==> config.mk <==
export PLATFORM = sky130hd
export DESIGN_NAME = mem_access_unit
export DESIGN_NICKNAME = d
export VERILOG_FILES = /design/src/rtl/mem_access_unit.sv
export SDC_FILE = /design/constraint.sdc
export NUM_CORES = 1
export LEC_CHECK = 0
export CORE_MARGIN = 8
export CORE_UTILIZATION = 40
export DETAILED_ROUTE_END_ITERATION = 8
export PLACE_DENSITY = 0.8
export REMOVE_ABC_BUFFERS = 1
export SETUP_SLACK_MARGIN = 0.3
export SKIP_LAST_GASP = 1
export SYNTH_ARGS = -nofsm -noshare
export SYNTH_HDL_FRONTEND = slang
export SYNTH_SLANG_ARGS = --single-unit
==> constraint.sdc <==
create_clock -name clk -period 2.2 [get_ports clk]
set_clock_uncertainty 0.2 [all_clocks]
set_input_delay 0.33 -clock clk [delete_from_list [all_inputs] [get_ports clk]]
set_output_delay 0.33 -clock clk [all_outputs]
set_load 0.02 [all_outputs]
==> src/rtl/mem_access_unit.sv <==
`default_nettype none
// ============================================================================
// Module      : mem_access_unit
// Description : Load/store sequencer between a CPU request port and a
//               single-cycle data memory. It accepts one request at a time,
//               checks natural alignment, drives one memory access cycle and
//               returns the result through a valid/ready response port.
//               A misaligned request bypasses memory and returns a fault
//               response. fault_cnt counts faults and saturates at 255.
// Ports       : clk, rst_n (async, active low)
//               req_*      : CPU request (valid/ready, we, size, signed,
//                            addr, wdata)
//               resp_*     : response (valid/ready, rdata, misalign)
//               fault_cnt  : saturating misalignment counter
//               MemR, MemWr, MemWrBits, MemRBits, addr, data : memory side
//               ReadData   : combinational read data from memory
// Revision    : 1.0 - initial release
// ============================================================================
module mem_access_unit #(
  parameter logic [2:0] MEMR_LW  = 3'b000,
  parameter logic [2:0] MEMR_LHU = 3'b001,
  parameter logic [2:0] MEMR_LH  = 3'b010,
  parameter logic [2:0] MEMR_LBU = 3'b011,
  parameter logic [2:0] MEMR_LB  = 3'b100
) (
  input  logic        clk,
  input  logic        rst_n,
  input  logic        req_valid,
  output logic        req_ready,
  input  logic        req_we,
  input  logic [1:0]  req_size,
  input  logic        req_signed,
  input  logic [31:0] req_addr,
  input  logic [31:0] req_wdata,
  output logic        resp_valid,
  input  logic        resp_ready,
  output logic [31:0] resp_rdata,
  output logic        resp_misalign,
  output logic [7:0]  fault_cnt,
  output logic        MemR,
  output logic        MemWr,
  output logic [1:0]  MemWrBits,
  output logic [2:0]  MemRBits,
  output logic [31:0] addr,
  output logic [31:0] data,
  input  logic [31:0] ReadData
);

  localparam logic [1:0] C_SZ_HALF = 2'b01;
  localparam logic [1:0] C_SZ_BYTE = 2'b10;
  localparam logic [1:0] C_WR_WORD = 2'b00;
  localparam logic [1:0] C_WR_HALF = 2'b01;
  localparam logic [1:0] C_WR_BYTE = 2'b10;
  localparam logic [7:0] C_CNT_MAX = 8'hFF;

  typedef enum logic [1:0] {
    S_IDLE   = 2'd0,
    S_ACCESS = 2'd1,
    S_RESP   = 2'd2,
    S_FAULT  = 2'd3
  } state_t;

  state_t      r_state;
  state_t      w_state_nxt;

  logic        r_we;
  logic        r_signed;
  logic [1:0]  r_size;
  logic [31:0] r_addr;
  logic [31:0] r_wdata;
  logic [31:0] r_rdata;
  logic [7:0]  r_fault_cnt;

  logic        w_accept;
  logic        w_aligned;
  logic [1:0]  w_wr_bits;
  logic [2:0]  w_rd_bits;

  // Alignment of the incoming request; size 11 is handled as a word.
  always_comb begin
    w_aligned = 1'b1;
    case (req_size)
      C_SZ_HALF: w_aligned = ~req_addr[0];
      C_SZ_BYTE: w_aligned = 1'b1;
      default:   w_aligned = (req_addr[1:0] == 2'b00);
    endcase
  end

  assign w_accept = (r_state == S_IDLE) && req_valid;

  // Width/extension codes for the latched request.
  always_comb begin
    w_wr_bits = C_WR_WORD;
    w_rd_bits = MEMR_LW;
    case (r_size)
      C_SZ_HALF: begin
        w_wr_bits = C_WR_HALF;
        w_rd_bits = r_signed ? MEMR_LH : MEMR_LHU;
      end
      C_SZ_BYTE: begin
        w_wr_bits = C_WR_BYTE;
        w_rd_bits = r_signed ? MEMR_LB : MEMR_LBU;
      end
      default: ;
    endcase
  end

  always_ff @(posedge clk or negedge rst_n) begin
    if (!rst_n) begin
      r_state <= S_IDLE;
    end else begin
      r_state <= w_state_nxt;
    end
  end

  // Next state and state-decoded outputs. Memory strobes come straight from
  // the state register so an asynchronous reset removes them at once.
  always_comb begin
    w_state_nxt   = r_state;
    req_ready     = 1'b0;
    resp_valid    = 1'b0;
    resp_misalign = 1'b0;
    MemR          = 1'b0;
    MemWr         = 1'b0;
    MemWrBits     = 2'b00;
    MemRBits      = 3'b000;
    case (r_state)
      S_IDLE: begin
        req_ready = 1'b1;
        if (req_valid) begin
          w_state_nxt = w_aligned ? S_ACCESS : S_FAULT;
        end
      end
      S_ACCESS: begin
        MemR  = ~r_we;
        MemWr = r_we;
        if (r_we) begin
          MemWrBits = w_wr_bits;
        end else begin
          MemRBits = w_rd_bits;
        end
        w_state_nxt = S_RESP;
      end
      S_RESP: begin
        resp_valid = 1'b1;
        if (resp_ready) begin
          w_state_nxt = S_IDLE;
        end
      end
      S_FAULT: begin
        resp_valid    = 1'b1;
        resp_misalign = 1'b1;
        if (resp_ready) begin
          w_state_nxt = S_IDLE;
        end
      end
      default: w_state_nxt = S_IDLE;
    endcase
  end

  // Request capture, result capture and fault counting. resp_rdata is
  // cleared on acceptance so a fault response always reports zero.
  always_ff @(posedge clk or negedge rst_n) begin
    if (!rst_n) begin
      r_we        <= 1'b0;
      r_signed    <= 1'b0;
      r_size      <= 2'b00;
      r_addr      <= 32'h0;
      r_wdata     <= 32'h0;
      r_rdata     <= 32'h0;
      r_fault_cnt <= 8'h00;
    end else if (w_accept) begin
      r_we     <= req_we;
      r_signed <= req_signed;
      r_size   <= req_size;
      r_addr   <= req_addr;
      r_wdata  <= req_wdata;
      r_rdata  <= 32'h0;
      if (!w_aligned && (r_fault_cnt != C_CNT_MAX)) begin
        r_fault_cnt <= r_fault_cnt + 8'd1;
      end
    end else if (r_state == S_ACCESS) begin
      r_rdata <= r_we ? 32'h0 : ReadData;
    end
  end

  assign resp_rdata = r_rdata;
  assign fault_cnt  = r_fault_cnt;
  assign addr       = r_addr;
  assign data       = r_wdata;

endmodule
`default_nettype wire

# Word-level counts from Yosys, hierarchy flattened
# Cells that the tools add are included.
# classes
addsub,1
n_eq_ne,10
n_mux,21
bitwise,2
n_reduce_logical,9
# op_table
op,n
$mux W32,3
$mux W2,6
$mux W3,3
$add A8 B1 Y8 const B,1
$eq A2 B2 Y1 const B,4
$ne A8 B8 Y1 const B,1
$eq A2 B1 Y1 const B,3
$pmux W2 S3,1
$pmux W3 S2,1
$mux W1,5
$logic_not A2 Y1,2
$pmux W2 S2,1
$reduce_and A2 Y1,2
$logic_and A1 B1 Y1,2
$ne A2 B1 Y1 const B,1
$ne A2 B2 Y1 const B,1
$not A1 Y1,2
$pmux W1 S2,1
$reduce_bool A2 Y1,1
$reduce_or A2 Y1,1
$logic_not A1 Y1,1
# word_totals
ff_bits,110
inputBits,104
out_inout_bits,114

# Depth between registers and ports, before layout
# Gate-level depths: netlist of run 1.
# logic_depth
depth_word,5
ltp_mapped,6
ltp_nobuf,6

# Worst setup path after synthesis of run 1
# No wires, ideal clock.
# synth_path
path_kind,flip-flop to output port
start,reg r_state[1]
end,out MemRBits[0]
t_arrival_ns,1.539
required_time_ns,1.670
slack_ns,0.131
path_stages_with_launch,3
cell_sequence,dfrtp_1 or3b_1 nor4_1
# synth_via
elab_chain_len,2
# synth_lines
element,line,rtl
"start, declared",63,state_t r_state;
"start signal, assigned",112,r_state <= w_state_nxt;
$eq A2 B1 Y1,127,case (r_state)
$mux W3,127,
"end, declared",43,"output logic [2:0] MemRBits,"
# No other way between the ends.

# Final worst setup path of run 1
# Same ends and word-level chain as after synthesis.

==> impl_metrics.toml, run 1 <==
[global_route]
grt_util_met2_pct = 30.11
met3_usage_pct = 6.576
grt_overflow_total = 0
grt_first_pass_wirelength_mm = 19.87
met1_usage_pct = 18.75
grt_start_max_net_pins = 55
grt_pass1_vias = 3643
track_usage_pct = 17.34
busiest_layer = "met2"
antenna_found_initial = 0

[floorplanning]
die_h_um = 119.7
num_io_pins = 218
die_area_sq_um = 14340
core-area_sq_um = 10650
die_w_um = 119.7
num_rows = 38
start_util_pct = 40.41

[final_layout]
area_delta_synth_final_pct = 63.46
postLayoutCoreUtil_pct = 66.06
fin_cells = 662
drive_above_1_share_pct = 23.56
nets = 626
diodes = 0
final_cell_area_sq_um = 7036

[clock_tree]
cts_sinks = 110
clk_pin_slew_worst_paths_ns = 0.10
htreeDepth = 3
cts-root-buf = "clkbuf_8"
cts_tree = "built"
cts.path.max_buffers = 2
clk_latency_ns = 0.37
cts_buffers = 9

[power]
sw_frac_of_total_pct = 38.34
clkPwrFrac_pct = 12.8
ir_worst_vdd_mv = 0.6547
pwr-share-comb_pct = 51.1
p_per_area_nw_per_um2 = 1376
intPower_uw = 5969
seq_power_share_pct = 36.1
power.switching_uw = 3711
p_leak_uw = 0.003633

[detailed_routing]
drt_first_iter_violations = 126
detail-route-antenna-nets = 0
routedWlPerCell_um = 18.85
wl_mm = 12.48
dr.pass1.iters = 4
vias = 3246
drc = 0
viasPerCell = 4.903

[synthesis]
postSynthCellCount = 285
synth_top_flop_cell = "dfrtp_1"
yosys_warnings = 0
yosysMostFrequentCell = "dfrtp_1"
synthTopCellsByArea = "dfrtp_1, mux2_2, a22o_1"
netlist.area_leader.share_pct = 63.95
ys_ff_latch = 110
ys_types = 36
avgSynthCellArea_sq_um = 15.10
synth_edf_count = 0
ys_top_cells_by_count = "dfrtp_1, mux2_2, a22o_1"
yosysSeqAreaShare_pct = 63.95
async_flop_share_pct = 100.0
yosysTopAreaCell = "dfrtp_1"
synthesis.area_sq_um = 4304

[place]
gp_congestion = 0.7744
place_area_sq_um = 6734
place_hpwl_mm = 9.460
dpl.cell_count = 643
port-buffer-count = 217

[timing]
worst_pin_slew_ns = 0.3600
fin_crit_sh_pct = 97.51
whs_ns = 0.1404
timing.slew.headroom_pct = 76.00
min_period_ns = 2.145
rsz0062_at_grt = "true"
setup_viol_count_final = 0
slew_violations = 0
fmax_ghz = 0.4662
hold_violations = 0

[critical_path]
start_kind = "flop"
regToRegEndpoint = "fault_cnt[5]"
r2r_slack_ns = 0.34
reg2reg_from = "r_state[0]"
cp.arrival_ns = 1.62
cp-end-kind = "output pin"
cp_max_fo = 4
cp_data_required_time_ns = 1.67
crit_start = "r_state[1]"
path_class = "flop to output pin"
worst-r2r-cell-count = 6

[run_status]
status = "completed"

[run]
drv_cap = 0

[hold_path]
hp-class = "input port to asynchronous set/reset pin"
-- worst max path at each step --
stage,to,depth (start not counted)
6_report,MemRBits[0],3
5_1_grt,MemRBits[0],3
4_1_cts,MemRBits[0],3
3_5_place_dp,fault_cnt[1],6
3_3_place_gp,fault_cnt[1],6
2_1_floorplan,fault_cnt[5],4
-- kinds of logic (layout without fill, tap and decap cells) --
family / count (synthesis) / count (layout) / share of synthesized area, %
flip-flops: 110 / 110 / 63.95
XOR/XNOR: 3 / 3 / 0.6106
AO/OA/AOI/OAI: 45 / 45 / 8.779
multiplexers: 71 / 71 / 18.55
buffers and inverters: 23 / 260 / 2.907
AND/OR/NAND/NOR: 28 / 28 / 3.750
adder cells (fa/ha/maj): 5 / 5 / 1.453
-- repair_timing --
item | 4_1_cts | 5_1_grt
pin swaps | 3 | 0
hold buffers | 1 | 0
endpoints found under the setup margin | 76 | 79
hold endpoints to repair | 110 | 0
setup buffers | 2 | 0
gates resized for setup | 117 | 47
cloned | 0 | 0
-- flip-flops by register name, summed over array words and instances (netlist names) --
signal	count
addr	32
data	32
r_state	2
fault_cnt	8
resp_rdata	32
r_size	2
r_signed	1
r_we	1
-- power by group through the flow --
stage	Clock, uW	Sequential [uW]	Combinational (uW)
after floorplan	0	4690	1420
after global placement	0	3510	5290
after detailed placement	0	3560	5360
after CTS	1280	3520	5090
after global routing	1340	3630	5260
final	1240	3500	4950
-- per-stage QoR --
stage	setup WS [ns]	total power, uW	setup TNS (ns)
2_1_floorplan	-2.362	6114	-147.49
3_3_place_gp	-0.3215	8797	-1.536
3_5_place_dp	-0.3494	8926	-1.858
4_1_cts	0.04525	9888	0
5_1_grt	0.003591	10230	0
6_report	0.05477	9681	0
-- critical path: stages, from the launching register on --
cell	delay (ns)
dfrtp_1	0.39
or3b_4	0.43
nor4_4	0.25
buf_4	0.19
-- placed cells by master, fill, tap and decap left out, drive strengths merged, types with 5 or more instances in the layout --
cell           instances
dfrtp                110
nand2                  5
a22o                  32
dlymetal6s2s          39
clkbuf                11
nand3                  5
dlygate4sd2           62
o21ai                  5
clkdlybuf4s50        106
inv                    8
mux2                  70
buf                   28
ha                     5
-- per-layer routing --
layer  routed length [um]  part of all wire (%)
met5                    0                     0
met4                  244                   2.0
met3                 1043                   8.4
met2                 6522                    52
met1                 4671                    37
-- final cells by class --
cell class | count | area, sq um
clock inverter | 5 | 58.81
multi-input combinational | 152 | 1488
timing repair buffer | 236 | 2387
sequential | 110 | 2753
fill | 832 | 3615
tap | 140 | 175.2
clock buffer | 11 | 141.4
inverter | 8 | 32.53
(Power assumes the default switching activity.)
==> run 2: changes to the inputs <==
--- a/config.mk
+++ b/config.mk
@@ -6,9 +6,9 @@
 export NUM_CORES = 1
 export LEC_CHECK = 0
 export CORE_MARGIN = 8
-export CORE_UTILIZATION = 40
+export CORE_UTILIZATION = 25
+export CTS_CLUSTER_SIZE = 8
 export DETAILED_ROUTE_END_ITERATION = 8
-export PLACE_DENSITY = 0.8
 export REMOVE_ABC_BUFFERS = 1
 export SETUP_SLACK_MARGIN = 0.3
 export SKIP_LAST_GASP = 1
==> run 2 against run 1 <==
Compared with the run above:
- sequential share of layout area is 5.0 points lower
- sequential power is 2% higher
- register-to-register slack worse by 0.27 ns
- flip-flop and latch count stayed put
- largest power group unchanged
- highest routed layer unchanged
==> impl_metrics.toml, run 2 (synthesis results as in run 1) <==
[place]
dpl_worst_slack_ns = -0.1853
port-buffer-count = 217
place_area_sq_um = 6855
gp_congestion = 0.7506
place_hpwl_mm = 9.729
dpl.cell_count = 731

[detailed_routing]
wl_met2_mm = 6.968
drt-met1-wl_mm = 6.086
viasPerCell = 4.431
detail-route-antenna-nets = 0
top_layer_used = "met4"
drt_first_iter_violations = 103
drc = 0
dr_wl_met3_mm = 1.528
dr.pass1.iters = 4
vias = 3443
routedWlPerCell_um = 19.02
wl_mm = 14.78

[clock_tree]
clk_pin_slew_worst_paths_ns = 0.08
clk_latency_ns = 0.34
cts_buffers = 9
cts_sinks = 110
htreeDepth = 3
cts_tree = "built"
cts.path.max_buffers = 2
cts-root-buf = "clkbuf_16"

[timing]
setup_viol_count_final = 0
slew_violations = 0
min_period_ns = 2.166
fmax_ghz = 0.4617
hold_violations = 0
whs_ns = 0.2816
rsz0062_at_grt = "true"
fin_crit_sh_pct = 98.45
worst_pin_slew_ns = 0.5836
fin_ws_ns = 0.03401
timing.slew.headroom_pct = 61.09

[global_route]
grt_overflow_total = 0
grt_start_max_net_pins = 111
grt_first_pass_wirelength_mm = 21.70
grt_pass1_vias = 3803
track_usage_pct = 12.68
antenna_found_initial = 0

[final_layout]
fillers = 1529
diodes = 0
final_cell_mix = "clkdlybuf4s50_1, dfrtp_1, mux2_4"
fin_cells = 777
nets = 656
final_common_cell = "clkdlybuf4s50_1"
final_cell_area_sq_um = 8063
drive_above_1_share_pct = 30.25
area_delta_synth_final_pct = 87.33
postLayoutCoreUtil_pct = 47.27

[run_status]
status = "completed"

[run]
drv_cap = 0

[floorplanning]
die_w_um = 147.2
num_io_pins = 218
die_area_sq_um = 21670
num_rows = 48
start_util_pct = 25.23
core-area_sq_um = 17060
die_h_um = 147.2

[critical_path]
cp_data_required_time_ns = 1.67
regToRegEndpoint = "fault_cnt[5]"
cp_max_fo = 3
path_class = "flop to output pin"
worst-r2r-cell-count = 8
start_kind = "flop"
cp-end-kind = "output pin"
cp.arrival_ns = 1.64
r2r_slack_ns = 0.07
reg2reg_from = "r_state[1]"

[power]
p_leak_uw = 0.003925
p_per_area_nw_per_um2 = 1444
ir_worst_vdd_mv = 0.6700

[hold_path]
hp-class = "input port to flop"
hold_depth = 4
hold_start = "req_size[1]"
holdPathEnd = "r_size[1]"
## run 2: worst max-delay path, stage by stage (launching register included)
cell	delay, ns
dfrtp_1	0.40
or3b_4	0.42
buf_6	0.15
nor4_4	0.15
buf_6	0.17
## run 2: report_power, final
group | total [uW] | leakage (uW) | switching [uW] | internal, uW
combinational | 6410 | 0.00242 | 2820 | 3590
clock | 1650 | 0.000139 | 757 | 892
sequential | 3580 | 0.00137 | 587 | 3000
total | 11600 | 0.00393 | 4160 | 7480
## run 2: how the worst max path moves through the flow
| stage | to | slack (ns) | cells after the start | start |
|---|---|---|---|---|
| final | MemRBits[0] | 0.03 | 4 | r_we |
| after global routing | MemRBits[0] | -0.05 | 4 | r_we |
| after CTS | MemRBits[0] | 0.004 | 4 | r_state[1] |
| after detailed placement | fault_cnt[5] | -0.19 | 7 | req_size[0] |
| after global placement | fault_cnt[5] | -0.16 | 7 | req_size[0] |
| after floorplan | fault_cnt[5] | -2.36 | 4 | r_state[1] |
## run 2: cell type report
class	count	area, sq um	share of cell area [%]
Sequential cell	110	2753	34.14
Clock buffer	10	229.0	2.840
Timing Repair Buffer	266	2928	36.31
Tap cell	225	281.5	3.492
Multi-Input combinational cell	152	1768	21.93
Clock inverter	6	71.32	0.8845
Inverter	8	32.53	0.4035
## run 2: per-stage QoR
stage	power [uW]	setup TNS (ns)
floorplan	6114	-147.49
global placement	8852	-0.9384
detailed placement	8942	-0.8128
CTS	10870	0
global route	12260	-0.06813
finish	11640	0
## run 2: timing repair
item | 4_1_cts | 5_1_grt
endpoints found under the setup margin | 61 | 121
pin swaps | 9 | 12
cloned | 2 | 6
endpoints found under the hold margin | 110 | 0
buffers inserted | 9 | 12
gates resized for setup | 60 | 145
hold buffers | 1 | 0
## run 2: routing by layer
metal,vias to the layer above,GRT usage [%]
li1,1551,-
met1,1730,14.63
met2,149,20.18
met3,13,5.875
met4,0,4.742
met5,-,0
